===== src/rtl/ili9341_pkg.sv =====
// ILI9341 command sequencer package.
// Holds the init ROM entry format, the sequencer state type, the panel command mnemonics and
// small constructors used to build ROM entries.
package ili9341_pkg;

    // ROM entry opcode: CMD/DATA select the D/C level, DELAY waits val ms, END hands over to host.
    typedef enum logic [1:0] {
        OpCmd   = 2'b00,
        OpData  = 2'b01,
        OpDelay = 2'b10,
        OpEnd   = 2'b11
    } op_t;

    typedef struct packed {
        op_t        op;
        logic [7:0] val;
    } rom_entry_t;

    typedef enum logic [3:0] {
        StIdle,
        StHwRst,
        StHwWait,
        StFetch,
        StDecode,
        StSend,
        StWait,
        StDelay,
        StReady
    } seq_state_t;

    // Panel command opcodes (ILI9341 datasheet mnemonics).
    localparam logic [7:0] SWRESET = 8'h01;
    localparam logic [7:0] SLPOUT  = 8'h11;
    localparam logic [7:0] DISPON  = 8'h29;
    localparam logic [7:0] CASET   = 8'h2A;
    localparam logic [7:0] PASET   = 8'h2B;
    localparam logic [7:0] RAMWR   = 8'h2C;
    localparam logic [7:0] MADCTL  = 8'h36;
    localparam logic [7:0] COLMOD  = 8'h3A;

    function automatic rom_entry_t rom_cmd(input logic [7:0] v);
        return '{op: OpCmd, val: v};
    endfunction

    function automatic rom_entry_t rom_data(input logic [7:0] v);
        return '{op: OpData, val: v};
    endfunction

    function automatic rom_entry_t rom_delay(input logic [7:0] ms);
        return '{op: OpDelay, val: ms};
    endfunction

    function automatic rom_entry_t rom_end();
        return '{op: OpEnd, val: 8'h00};
    endfunction

endpackage


===== src/rtl/ili9341_init_rom.sv =====
// ILI9341 power-up init ROM.
// Case-based ROM with a registered output (1-cycle read latency). Unused addresses read as END.
// Ports:
//   clk_i    clock
//   rst_ni   async active-low reset (output register clears to END)
//   addr_i   entry address
//   entry_o  {op, val} entry, valid one cycle after addr_i
module ili9341_init_rom
    import ili9341_pkg::*;
#(
    parameter int unsigned ROM_AW = 6
) (
    input  logic              clk_i,
    input  logic              rst_ni,
    input  logic [ROM_AW-1:0] addr_i,
    output rom_entry_t        entry_o
);

    rom_entry_t entry_d, entry_q;

    always_comb begin
        entry_d = rom_end();
        case (addr_i)
            ROM_AW'(0):  entry_d = rom_cmd(SWRESET);
            ROM_AW'(1):  entry_d = rom_delay(8'd5);
            ROM_AW'(2):  entry_d = rom_cmd(SLPOUT);
            ROM_AW'(3):  entry_d = rom_delay(8'd120);   // sleep-out settle time
            ROM_AW'(4):  entry_d = rom_cmd(COLMOD);
            ROM_AW'(5):  entry_d = rom_data(8'h55);     // 16 bpp
            ROM_AW'(6):  entry_d = rom_cmd(MADCTL);
            ROM_AW'(7):  entry_d = rom_data(8'h48);     // MX + BGR
            ROM_AW'(8):  entry_d = rom_cmd(CASET);      // columns 0..239
            ROM_AW'(9):  entry_d = rom_data(8'h00);
            ROM_AW'(10): entry_d = rom_data(8'h00);
            ROM_AW'(11): entry_d = rom_data(8'h00);
            ROM_AW'(12): entry_d = rom_data(8'hEF);
            ROM_AW'(13): entry_d = rom_cmd(PASET);      // rows 0..319
            ROM_AW'(14): entry_d = rom_data(8'h00);
            ROM_AW'(15): entry_d = rom_data(8'h00);
            ROM_AW'(16): entry_d = rom_data(8'h01);
            ROM_AW'(17): entry_d = rom_data(8'h3F);
            ROM_AW'(18): entry_d = rom_delay(8'd0);     // patchable settle slot, no wait as shipped
            ROM_AW'(19): entry_d = rom_cmd(DISPON);
            default:     entry_d = rom_end();
        endcase
    end

    always_ff @(posedge clk_i or negedge rst_ni) begin
        if (!rst_ni) begin
            entry_q <= rom_end();
        end else begin
            entry_q <= entry_d;
        end
    end

    assign entry_o = entry_q;

endmodule


===== src/rtl/ili9341_cmd_seq.sv =====
// ILI9341 command sequencer.
// Drives the SPI byte engine: on start it pulses the panel hardware reset, plays the init ROM
// (commands, data, ms delays) and then forwards host bytes one per valid/ready handshake.
// Owns the panel CS/DC/RESET pins.
// Ports:
//   clk_i, rst_ni      clock, async active-low reset
//   start_i            1-cycle pulse: begin or restart panel init
//   host_valid_i/host_dc_i/host_data_i, host_ready_o   host byte stream (dc: 0 cmd, 1 data)
//   spi_send_o, spi_data_o, spi_done_i                 byte engine handshake
//   lcd_cs_n_o, lcd_dc_o, lcd_rst_n_o                  panel pins
//   init_done_o        high in READY and while a host byte is in flight
//   busy_o             high in every state except IDLE and READY
module ili9341_cmd_seq
    import ili9341_pkg::*;
#(
    parameter int unsigned CLKS_PER_MS  = 125000,
    parameter int unsigned RST_PULSE_MS = 10,
    parameter int unsigned RST_WAIT_MS  = 120,
    parameter int unsigned ROM_AW       = 6
) (
    input  logic       clk_i,
    input  logic       rst_ni,
    input  logic       start_i,
    input  logic       host_valid_i,
    input  logic       host_dc_i,
    input  logic [7:0] host_data_i,
    output logic       host_ready_o,
    output logic       spi_send_o,
    output logic [7:0] spi_data_o,
    input  logic       spi_done_i,
    output logic       lcd_cs_n_o,
    output logic       lcd_dc_o,
    output logic       lcd_rst_n_o,
    output logic       init_done_o,
    output logic       busy_o
);

    localparam int unsigned DivW = (CLKS_PER_MS > 1) ? $clog2(CLKS_PER_MS) : 1;
    localparam logic [DivW-1:0] DivMax = DivW'(CLKS_PER_MS - 1);
    localparam int unsigned MsW = 16;
    localparam logic [MsW-1:0] RstPulseLast = MsW'(RST_PULSE_MS - 1);
    localparam logic [MsW-1:0] RstWaitLast  = MsW'(RST_WAIT_MS - 1);
    localparam logic [ROM_AW-1:0] AddrLast  = '1;

    seq_state_t        state_q, state_d;
    logic [ROM_AW-1:0] addr_q, addr_d;
    logic [DivW-1:0]   div_q, div_d;
    logic [MsW-1:0]    ms_q, ms_d;
    logic [7:0]        delay_q, delay_d;
    logic [7:0]        spi_data_q, spi_data_d;
    logic              lcd_dc_q, lcd_dc_d;
    logic              host_q, host_d;     // byte in flight came from the host
    logic              ms_tick;
    logic              tmr_clr;
    logic              advance;
    rom_entry_t        rom_q;

    ili9341_init_rom #(
        .ROM_AW (ROM_AW)
    ) u_init_rom (
        .clk_i   (clk_i),
        .rst_ni  (rst_ni),
        .addr_i  (addr_q),
        .entry_o (rom_q)
    );

    // Free-running ms divider; cleared on entry to every timed state so each wait starts aligned.
    assign ms_tick = (div_q == DivMax);

    always_comb begin
        div_d = ms_tick ? '0 : div_q + DivW'(1);
        ms_d  = ms_tick ? ms_q + MsW'(1) : ms_q;
        if (tmr_clr) begin
            div_d = '0;
            ms_d  = '0;
        end
    end

    always_comb begin
        state_d      = state_q;
        addr_d       = addr_q;
        delay_d      = delay_q;
        spi_data_d   = spi_data_q;
        lcd_dc_d     = lcd_dc_q;
        host_d       = host_q;
        tmr_clr      = 1'b0;
        advance      = 1'b0;
        spi_send_o   = 1'b0;
        lcd_cs_n_o   = 1'b1;
        lcd_rst_n_o  = 1'b1;
        host_ready_o = 1'b0;
        init_done_o  = 1'b0;
        busy_o       = 1'b1;

        case (state_q)
            StIdle: begin
                lcd_rst_n_o = 1'b0;
                busy_o      = 1'b0;
                if (start_i) begin
                    state_d = StHwRst;
                    tmr_clr = 1'b1;
                end
            end
            StHwRst: begin
                lcd_rst_n_o = 1'b0;
                if (ms_tick && ms_q == RstPulseLast) begin
                    state_d = StHwWait;
                    tmr_clr = 1'b1;
                end
            end
            StHwWait: begin
                if (ms_tick && ms_q == RstWaitLast) begin
                    addr_d  = '0;
                    state_d = StFetch;
                end
            end
            StFetch: begin
                state_d = StDecode;
            end
            StDecode: begin
                unique case (rom_q.op)
                    OpCmd, OpData: begin
                        spi_data_d = rom_q.val;
                        lcd_dc_d   = (rom_q.op == OpData);
                        host_d     = 1'b0;
                        state_d    = StSend;
                    end
                    OpDelay: begin
                        if (rom_q.val == 8'd0) begin
                            advance = 1'b1;
                        end else begin
                            delay_d = rom_q.val;
                            tmr_clr = 1'b1;
                            state_d = StDelay;
                        end
                    end
                    OpEnd: begin
                        state_d = StReady;
                    end
                endcase
            end
            StSend: begin
                spi_send_o  = 1'b1;
                lcd_cs_n_o  = 1'b0;
                init_done_o = host_q;
                state_d     = StWait;
            end
            StWait: begin
                lcd_cs_n_o  = 1'b0;
                init_done_o = host_q;
                if (spi_done_i) begin
                    if (host_q) begin
                        state_d = StReady;
                    end else begin
                        advance = 1'b1;
                    end
                end
            end
            StDelay: begin
                if (ms_tick && ms_q == MsW'(delay_q) - MsW'(1)) begin
                    advance = 1'b1;
                end
            end
            StReady: begin
                busy_o       = 1'b0;
                init_done_o  = 1'b1;
                // A restart wins over a host byte offered in the same cycle.
                host_ready_o = !start_i;
                if (start_i) begin
                    state_d = StHwRst;
                    tmr_clr = 1'b1;
                    host_d  = 1'b0;
                end else if (host_valid_i) begin
                    spi_data_d = host_data_i;
                    lcd_dc_d   = host_dc_i;
                    host_d     = 1'b1;
                    state_d    = StSend;
                end
            end
            default: begin
                state_d = StIdle;
            end
        endcase

        // Step to the next ROM entry; the last address never wraps, it ends the init instead.
        if (advance) begin
            if (addr_q == AddrLast) begin
                state_d = StReady;
            end else begin
                addr_d  = addr_q + ROM_AW'(1);
                state_d = StFetch;
            end
        end
    end

    always_ff @(posedge clk_i or negedge rst_ni) begin
        if (!rst_ni) begin
            state_q    <= StIdle;
            addr_q     <= '0;
            div_q      <= '0;
            ms_q       <= '0;
            delay_q    <= '0;
            spi_data_q <= '0;
            lcd_dc_q   <= 1'b0;
            host_q     <= 1'b0;
        end else begin
            state_q    <= state_d;
            addr_q     <= addr_d;
            div_q      <= div_d;
            ms_q       <= ms_d;
            delay_q    <= delay_d;
            spi_data_q <= spi_data_d;
            lcd_dc_q   <= lcd_dc_d;
            host_q     <= host_d;
        end
    end

    assign spi_data_o = spi_data_q;
    assign lcd_dc_o   = lcd_dc_q;

endmodule


===== config.mk =====
export PLATFORM = sky130hd
export DESIGN_NAME = ili9341_cmd_seq
export DESIGN_NICKNAME = d
export VERILOG_FILES = /design/src/rtl/ili9341_pkg.sv /design/src/rtl/ili9341_init_rom.sv /design/src/rtl/ili9341_cmd_seq.sv
export SDC_FILE = /design/constraint.sdc
export NUM_CORES = 1
export LEC_CHECK = 0
export CAP_MARGIN = 20
export CORE_ASPECT_RATIO = 1.1
export CORE_UTILIZATION = 50
export DETAILED_ROUTE_END_ITERATION = 10
export PLACE_DENSITY = 0.77
export SKIP_LAST_GASP = 1
export SLEW_MARGIN = 20
export SYNTH_ARGS = -nofsm -noshare
export SYNTH_HDL_FRONTEND = slang
export SYNTH_HIERARCHICAL = 1
export SYNTH_SLANG_ARGS = --single-unit
export TNS_END_PERCENT = 100

===== constraint.sdc =====
create_clock -name clk_i -period 3.5 [get_ports clk_i]
set_input_delay 0.7 -clock clk_i [delete_from_list [all_inputs] [get_ports clk_i]]
set_output_delay 0.7 -clock clk_i [all_outputs]
set_load 0.01 [all_outputs]

---- Word-level counts from Yosys, hierarchy flattened ----
Memory sizes are Yosys's and may differ from the RTL's.
Index checks and enable logic that the tools add are counted.
storage, ports and cells
  input port bits ......................... 14
  output and inout bits ................... 15
  memories kept ........................... 1
  word-level logic and storage cells ...... 111
  register bits ........................... 71
  memory bits (read-only) ................. 320
memories
  name             depth  width  read ports  clocked after Yosys merged registers in  write ports  line                    source
  (no name shown)  32     10     1           0                                        0            ili9341_init_rom.sv:23  case (addr_i)
cells by class
  bitwise logic cells ..................... 1
  multiplexer cells ....................... 50
  add/sub/neg operators ................... 4
  reductions and logical operators ........ 17
  equality and inequality tests ........... 28
operator list
  kind                                                                    count
  4-bit 2-to-1 mux                                                        10
  4-bit one-hot mux with 9 select lines                                   1
  17-bit 2-to-1 mux                                                       2
  16-bit 2-to-1 mux                                                       2
  6-bit 2-to-1 mux                                                        4
  8-bit 2-to-1 mux                                                        3
  1-bit 2-to-1 mux                                                        20
  3-bit != test, second input constant                                    6
  17-bit by 1-bit adder with 17-bit output, second input constant         1
  17-bit equality test, second input constant                             1
  16-bit by 1-bit adder with 16-bit output, second input constant         1
  16-bit equality test                                                    1
  16-bit by 4-bit equality test with 1-bit output, second input constant  1
  16-bit by 7-bit equality test with 1-bit output, second input constant  1
  4-bit by 3-bit equality test with 1-bit output, second input constant   4
  8-bit one-hot mux with 2 select lines                                   1
  4-bit one-hot mux with 3 select lines                                   1
  10-bit 2-to-1 mux                                                       1
  8-bit by 1-bit subtractor with 9-bit output, second input constant      1
  4-bit by 2-bit equality test with 1-bit output, second input constant   2
  8-bit logical NOT                                                       1
  4-bit != test, second input constant                                    2
  8-bit AND reduction                                                     1
  2-bit OR reduction                                                      4
  other kinds (18)                                                        28

---- Logic depth before layout (Yosys ltp) ----
Gate-level depths: netlist of the first run.
  word-level depth ........................ 7
  gate-level depth with buffers ........... 10
  mapped depth without buffers ............ 9

---- By module ----
The synthesis of the first run kept the hierarchy.
modules (own cells, without submodules)
  module            area each (um2)  instances  sequential area each (um2)  cells each
  ili9341_cmd_seq   3488.3           1          1526.5                      389
  ili9341_init_rom  640.6            1          252.7                       63

---- Least setup slack after synthesis of the first run ----
OpenSTA, ideal clock, no wires.
  path type ............................... register to register
  start point ............................. reg div_q[0]
  end point ............................... reg addr_q[3]
  buffers on the path ..................... 2
  slack ................................... 0.922 ns
  period minus slack after synthesis ...... 2.578 ns
  stages on the path, launching flop included .. 10
  arrival ................................. 2.457 ns
  setup time .............................. 0.122 ns
  required time ........................... 3.378 ns
  cell sequence ........................... dfrtp_1 > ha_1 > or4b_4 > nor4_4 > buf_6 > nand4_2 > o41ai_4 > buf_6 > nand2_2 > a32o_1
between the ends
  cells in the longest elaborated chain, start to end .. 6
  elaborated cells on any way between the ends .. 9
  those cells by class .................... eq/ne (1); mux (6); reduce/logical (2)
RTL lines
  item                      line                    source
  start, declared           ili9341_cmd_seq.sv:47   logic [DivW-1:0] div_q, div_d;
  start signal, assigned    ili9341_cmd_seq.sv:209  div_q <= div_d;
  17-bit equality test (*)  ili9341_cmd_seq.sv:68   assign ms_tick = (div_q == DivMax);
  1-bit logical AND         ili9341_cmd_seq.sv:112  if (ms_tick && ms_q == RstWaitLast) begin
  6-bit 2-to-1 mux          ili9341_cmd_seq.sv:112
  6-bit 2-to-1 mux          ili9341_cmd_seq.sv:95   case (state_q)
  6-bit 2-to-1 mux          ili9341_cmd_seq.sv:187  if (addr_q == AddrLast) begin
  6-bit 2-to-1 mux (*)      ili9341_cmd_seq.sv:186  if (advance) begin
  via addr_d[3]             ili9341_cmd_seq.sv:46   logic [ROM_AW-1:0] addr_q, addr_d;
  end signal, assigned      ili9341_cmd_seq.sv:208  addr_q <= addr_d;
  end, declared             ili9341_cmd_seq.sv:46
Mark *: on every way through the listed nets, which the timed path passes. The rest lies on a longest branch.
A chain may end at the register's enable or synchronous reset.

---- Final worst setup path of the first run ----
  start point ............................. reg state_q[1]
  end point ............................... out host_ready_o
between the ends
  cells in the longest elaborated chain, start to end .. 2
RTL lines
  item                    line                    source
  start, declared         ili9341_cmd_seq.sv:45   seq_state_t state_q, state_d;
  start signal, assigned  ili9341_cmd_seq.sv:198  state_q <= StIdle;
  start signal, assigned  ili9341_cmd_seq.sv:207  state_q <= state_d;
  4-bit equality test     ili9341_cmd_seq.sv:95
  1-bit 2-to-1 mux        ili9341_cmd_seq.sv:95
  end, declared           ili9341_cmd_seq.sv:27   output logic host_ready_o,
Every way passes these cells.

==> results.cfg, run 1 <==
[yosys]
yosys_register_bits = 71
synth_edf_count = 0
avgSynthCellArea_um2 = 9.13
synth_area_um2 = 4130
ys_seq_area_frac = 0.431
synth-main-ff-cell = dfrtp_1
yosys_warnings = 6
syn_inst = 452
ys_types = 71
syn_nets = 475
async_flop_share = 1.00

[setup_path]
crit_arrival_ps = 2470
cp_max_fo = 13
cp-end-kind = primary output
crit_path_start_kind = register
cp_data_required_time_ps = 2800
crit_type = register to primary output

[floorplanning]
start_util = 0.519
rows = 34
die_w_um = 88.6
dieArea_um2 = 8630
ioPinCount = 29
die_y_um = 97.3
core_um2 = 7960

[clocking]
cts_resized = 0
clock_path_buffers = 2
cts_setup_buffers = 0
cts_hold_buf = 0
cts_sinks = 71
cts_root_buffer = clkbuf_8
insertion_delay_ps = 350
numCtsBuffers = 9
h-tree-depth = 3
clk_pin_slew_ps = 70
tritoncts = done

[global_routing]
grt_pass1_wl_um = 15200
grt_remaining_overflow = 0
track_usage = 0.225
grt_pass1_vias = 3301
antenna_found_initial = 0
grt_max_degree = 72

[pwr]
switchingPower_w = 0.00145
p_int_w = 0.00216
power_frac_comb = 0.426
seq_power_share = 0.389
p_leak_nw = 1.99
p_sw_frac = 0.403
clkPwrFrac = 0.186
max-vdd-ir-drop_mv = 0.369
power_density_nw_per_um2 = 773

[route]
vias_per_cell = 5.75
first_iter_violations = 208
dr.pass1.iters = 4
postRouteWirelength_um = 8960
wl_per_cell_um = 15.2
via_count = 3385
ant_nets = 0
drc = 0

[sta]
fmax_mhz = 315
whs_ps = 490
grt_setup_unrepaired = no
worst_pin_slew_ps = 885
drv_slew = 0
final.min_clock_period_ps = 3170
finalSetupViolations = 0
finClkSkew_ps = 4.61
fin_tns_setup_ps = 0
finalHoldViolations = 0
worst_slack_ps = 329
post-route-period-util = 0.906
slew_headroom = 0.410

[place]
gp_congestion = 0.907
post-place-ws_ps = 746
post-dp-hpwl_um = 6440
port_buffers = 28

[cells_and_area]
fill_cells = 720
seqCellArea_um2 = 1780
final_cell_mix = 69 x dfrtp_1, 68 x nor2_1, 37 x nand2_1, 27 x clkdlybuf4s50_1, 22 x a21oi_1
diodes = 0
nets = 499
final_common_cell = dfrtp_1
synthToLayoutAreaGrowth_pct = 13.0
multi_input_area_um2 = 2160
drive_gt1_frac = 0.0748

[run_status]
status = completed

[run]
max-cap-violations = 0

[worst_hold_path]
min_path_type = register to register
worst paths after layout:
kind / cells after the start / startpoint / endpoint / slack (ps)
setup / recovery: 4 / state_q[1] / host_ready_o / 330
max in group asynchronous: 2 / rst_ni / spi_data_o[0] / 2380
setup reg to reg: 9 / div_q[0] / state_q[1] / 690
hold / removal: 1 / div_q[0] / div_q[0] / 490
min in group asynchronous: 2 / rst_ni / ms_q[10] / 560
hold reg to reg: 1 / div_q[0] / div_q[0] / 490
logic make-up (layout without fill, tap and decap cells):
| family | count (synthesis) | after routing | share of synthesized area |
|---|---|---|---|
| simple gates | 207 | 207 | 0.264 |
| compound gates | 80 | 80 | 0.131 |
| flops | 71 | 71 | 0.431 |
| buf+inv | 40 | 69 | 0.0467 |
| xor+xnor | 35 | 35 | 0.0742 |
| mux | 10 | 10 | 0.0258 |
| fa+ha+maj | 9 | 9 | 0.0273 |
layout make-up:
cell class,instances,area share
well taps,108,0.0290
repair buffers,33,0.0670
clock buffers,11,0.0324
clock inverters,5,0.0121
inverters,20,0.0161
flip-flops and latches,71,0.381
multi-input cells,341,0.462
registers in the layout, indices dropped and copies added (netlist names):
name and count:
div_q 17, ms_q 16, u_init_rom/entry_o 10, delay_q 8, spi_data_o 8, addr_q 6
state_q 4, host_q 1, lcd_dc_o 1
cells in the mapped netlist, types with 3 or more instances:
cell      count  share of area
or2_1         5         0.0076
nand4_1      10          0.015
inv_1        19          0.017
and4_1        4         0.0085
o21ai_0       6         0.0073
nand3_1      19          0.023
or3_1         5         0.0076
o311ai_1      3         0.0064
mux2i_1       5          0.012
nor4_1        5         0.0076
dfrtp_1      69           0.42
a21oi_1      22          0.027
a211oi_1      3         0.0055
and3_1        4         0.0061
buf_6         5          0.014
nor3b_1       3         0.0055
nor2_1       68          0.062
nor2b_1       5         0.0076
xnor2_1      20          0.042
nand2b_1     10          0.015
o21ai_1      11          0.013
mux2_1        5          0.014
clkbuf_1     12          0.011
ha_1          9          0.027
nor3_1        8         0.0097
or4_1         4         0.0073
a31oi_1      11          0.017
nand2_1      37          0.034
xor2_1       15          0.032
a32o_1        4         0.0097
power groups by stage:
stage	Clock (W)	Sequential [W]	Combinational [W]
6_report	0.000669	0.00140	0.00154
2_1_floorplan	0	0.00127	0.00120
3_5_place_dp	0	0.00141	0.00152
3_3_place_gp	0	0.00139	0.00148
5_1_grt	0.000716	0.00145	0.00170
4_1_cts	0.000682	0.00140	0.00154
per-stage QoR:
stage	util	cells	total power, W	area, um^2
after floorplan	-	452	0.00247	4130
after global placement	0.561	573	0.00287	4460
after detailed placement	0.561	573	0.00293	4460
after CTS	0.587	589	0.00361	4670
after global routing	0.587	589	0.00386	4670
final	0.587	589	0.00361	4670
layer usage:
metal	global-route usage	up-vias	wire length, um
met2	0.363	67	4540
met1	0.295	1655	3890
met5	0	-	0
met3	0.0365	27	283
met4	0.0968	0	246
li1	-	1636	-
critical path, stage by stage (launching register included):
cell and delay [ps]:
dfrtp_1 500, nor3_1 420, nand2_1 330, nor2_1 280
clkdlybuf4s50_1 590
No activity file was read; power rests on OpenSTA's default activity.
==> run 2: changes to the inputs <==
CORE_UTILIZATION = 51   (was 50)
PLACE_DENSITY = 0.78   (was 0.77)
==> run 2 against run 1 <==
  * First-iteration DRC count fell by 14%
  * Worst setup slack got worse by 58 ps
  * Worst hold slack lost 290 ps
  * Critical path type unchanged
  * Largest power group unchanged
  * Highest routed layer unchanged
==> results.cfg, run 2 (synthesis gave the netlist of run 1 again) <==
[run_status]
status = completed

[cells_and_area]
fill_cells = 685
largest_register_ff_count = 17
drive_gt1_frac = 0.0768
diodes = 0
final_common_cell = dfrtp_1
synthToLayoutAreaGrowth_pct = 13.5
nets = 500
final_cell_mix = 69 x dfrtp_1, 68 x nor2_1, 37 x nand2_1, 27 x clkdlybuf4s50_1, 22 x a21oi_1
instances_no_fill = 590
largest-register = div_q

[setup_path]
cp_data_required_time_ps = 2800
worst_r2r_path_depth = 9
crit_path_top_delay_cell = clkdlybuf4s50_1
rrSetupSlack_ps = 660
crit_arrival_ps = 2530
cp_max_fo = 13
crit_path_start_kind = register
critPathMaxStageDelay_ps = 600
cp-end-kind = primary output
crit_type = register to primary output
crit_chain = nor3_1 > nand2_1 > nor2_1 > clkdlybuf4s50_1
r2r_start = div_q[0]
timing.rr.end = state_q[1]

[global_routing]
grt_max_degree = 40
grt_pass1_wl_um = 14800
track_usage = 0.227
grt_pass1_vias = 3180
antenna_found_initial = 0
grt_remaining_overflow = 0

[clocking]
h-tree-depth = 3
cts_root_buffer = clkbuf_8
numCtsBuffers = 9
tritoncts = done
cts_sinks = 71
cts_hold_buf = 0
clock_path_buffers = 2
cts_resized = 0
clk_pin_slew_ps = 80
cts_setup_buffers = 0
insertion_delay_ps = 350

[floorplanning]
core_um2 = 7870
rows = 34
ioPinCount = 29
die_y_um = 96.4
die_w_um = 87.8
start_util = 0.525
dieArea_um2 = 8460

[pwr]
clkPwrFrac = 0.198
p_leak_nw = 1.99
switchingPower_w = 0.00145
power_frac_comb = 0.420
power_density_nw_per_um2 = 777
seq_power_share = 0.382
max-vdd-ir-drop_mv = 0.477
p_sw_frac = 0.398
p_int_w = 0.00219
power_w = 0.00364

[route]
dr.pass1.iters = 5
wl_per_cell_um = 15.0
ant_nets = 0
drc = 0
vias_per_cell = 5.77
postRouteWirelength_um = 8850
via_count = 3407
first_iter_violations = 179

[sta]
worst_pin_slew_ps = 829
final.min_clock_period_ps = 3230
post-route-period-util = 0.923
finalHoldViolations = 0
drv_slew = 0
finalSetupViolations = 0
fmax_mhz = 310
grt_setup_unrepaired = no
finClkSkew_ps = 7.13
fin_tns_setup_ps = 0
slew_headroom = 0.446

[place]
port_buffers = 28
post-dp-hpwl_um = 6450
gp_congestion = 0.908
dp.cells = 574

[run]
max-cap-violations = 0

[worst_hold_path]
min_path_type = input port to async pin
run 2: cell count changes in the layout (fill, tap and decap cells not counted), sizes merged:
cell,delta
buf,+1
bufinv,+1
clkbuf,-2
clkinv,-2
clkinvlp,+2
inv,+1
run 2: metrics by stage:
step	setup WS [ps]	cell area (um^2)	hold WS, ps	utilization
floorplan	922	4130	404	-
global placement	794	4470	460	0.568
detailed placement	715	4470	480	0.568
CTS	274	4690	199	0.596
global route	158	4690	211	0.596
finish	271	4690	200	0.596
run 2: critical path, delay by kind of cell (launching register included):
family                 cells  cell delay [ps]
and+or+nand+nor            3             1080
buffers and inverters      1              600
DFF                        1              510
run 2: cell type report:
cell class | instances | area [um^2] | share of cell area
Timing Repair Buffer | 34 | 320 | 0.0683
Inverter | 20 | 75.1 | 0.0160
Clock inverter | 7 | 96.3 | 0.0206
Sequential cell | 71 | 1780 | 0.380
Tap cell | 108 | 135 | 0.0288
Clock buffer | 9 | 124 | 0.0264
Multi-Input combinational cell | 341 | 2160 | 0.460
run 2: worst max path at each step:
stage / from / endpoint / slack (ps) / depth (start not counted)
after floorplan: div_q[0] / addr_q[3] / 920 / 9
after global placement: state_q[1] / host_ready_o / 790 / 4
after detailed placement: div_q[0] / state_q[1] / 710 / 9
after CTS: state_q[1] / host_ready_o / 270 / 4
after global routing: state_q[1] / host_ready_o / 160 / 4
final: state_q[1] / host_ready_o / 270 / 4
run 2: metal layers:
layer / up-vias / part of all wire / global-route usage
met5: - / 0 / 0
met4: 0 / 0.027 / 0.101
met3: 26 / 0.041 / 0.0340
met2: 90 / 0.51 / 0.390
met1: 1646 / 0.42 / 0.283
li1: 1645 / - / -
run 2: power groups by stage:
stage	logic [W]	clock network (W)	registers [W]
final	0.00153	0.000720	0.00139
after global routing	0.00170	0.000766	0.00144
after CTS	0.00153	0.000732	0.00139
after detailed placement	0.00151	0	0.00140
after global placement	0.00148	0	0.00139
after floorplan	0.00120	0	0.00127
==> run 3: changes to the inputs <==
ABC_AREA = 0   (was default)
==> results of run 3 <==
Same layout as run 2: the final DEF is identical, and so are final timing and power.
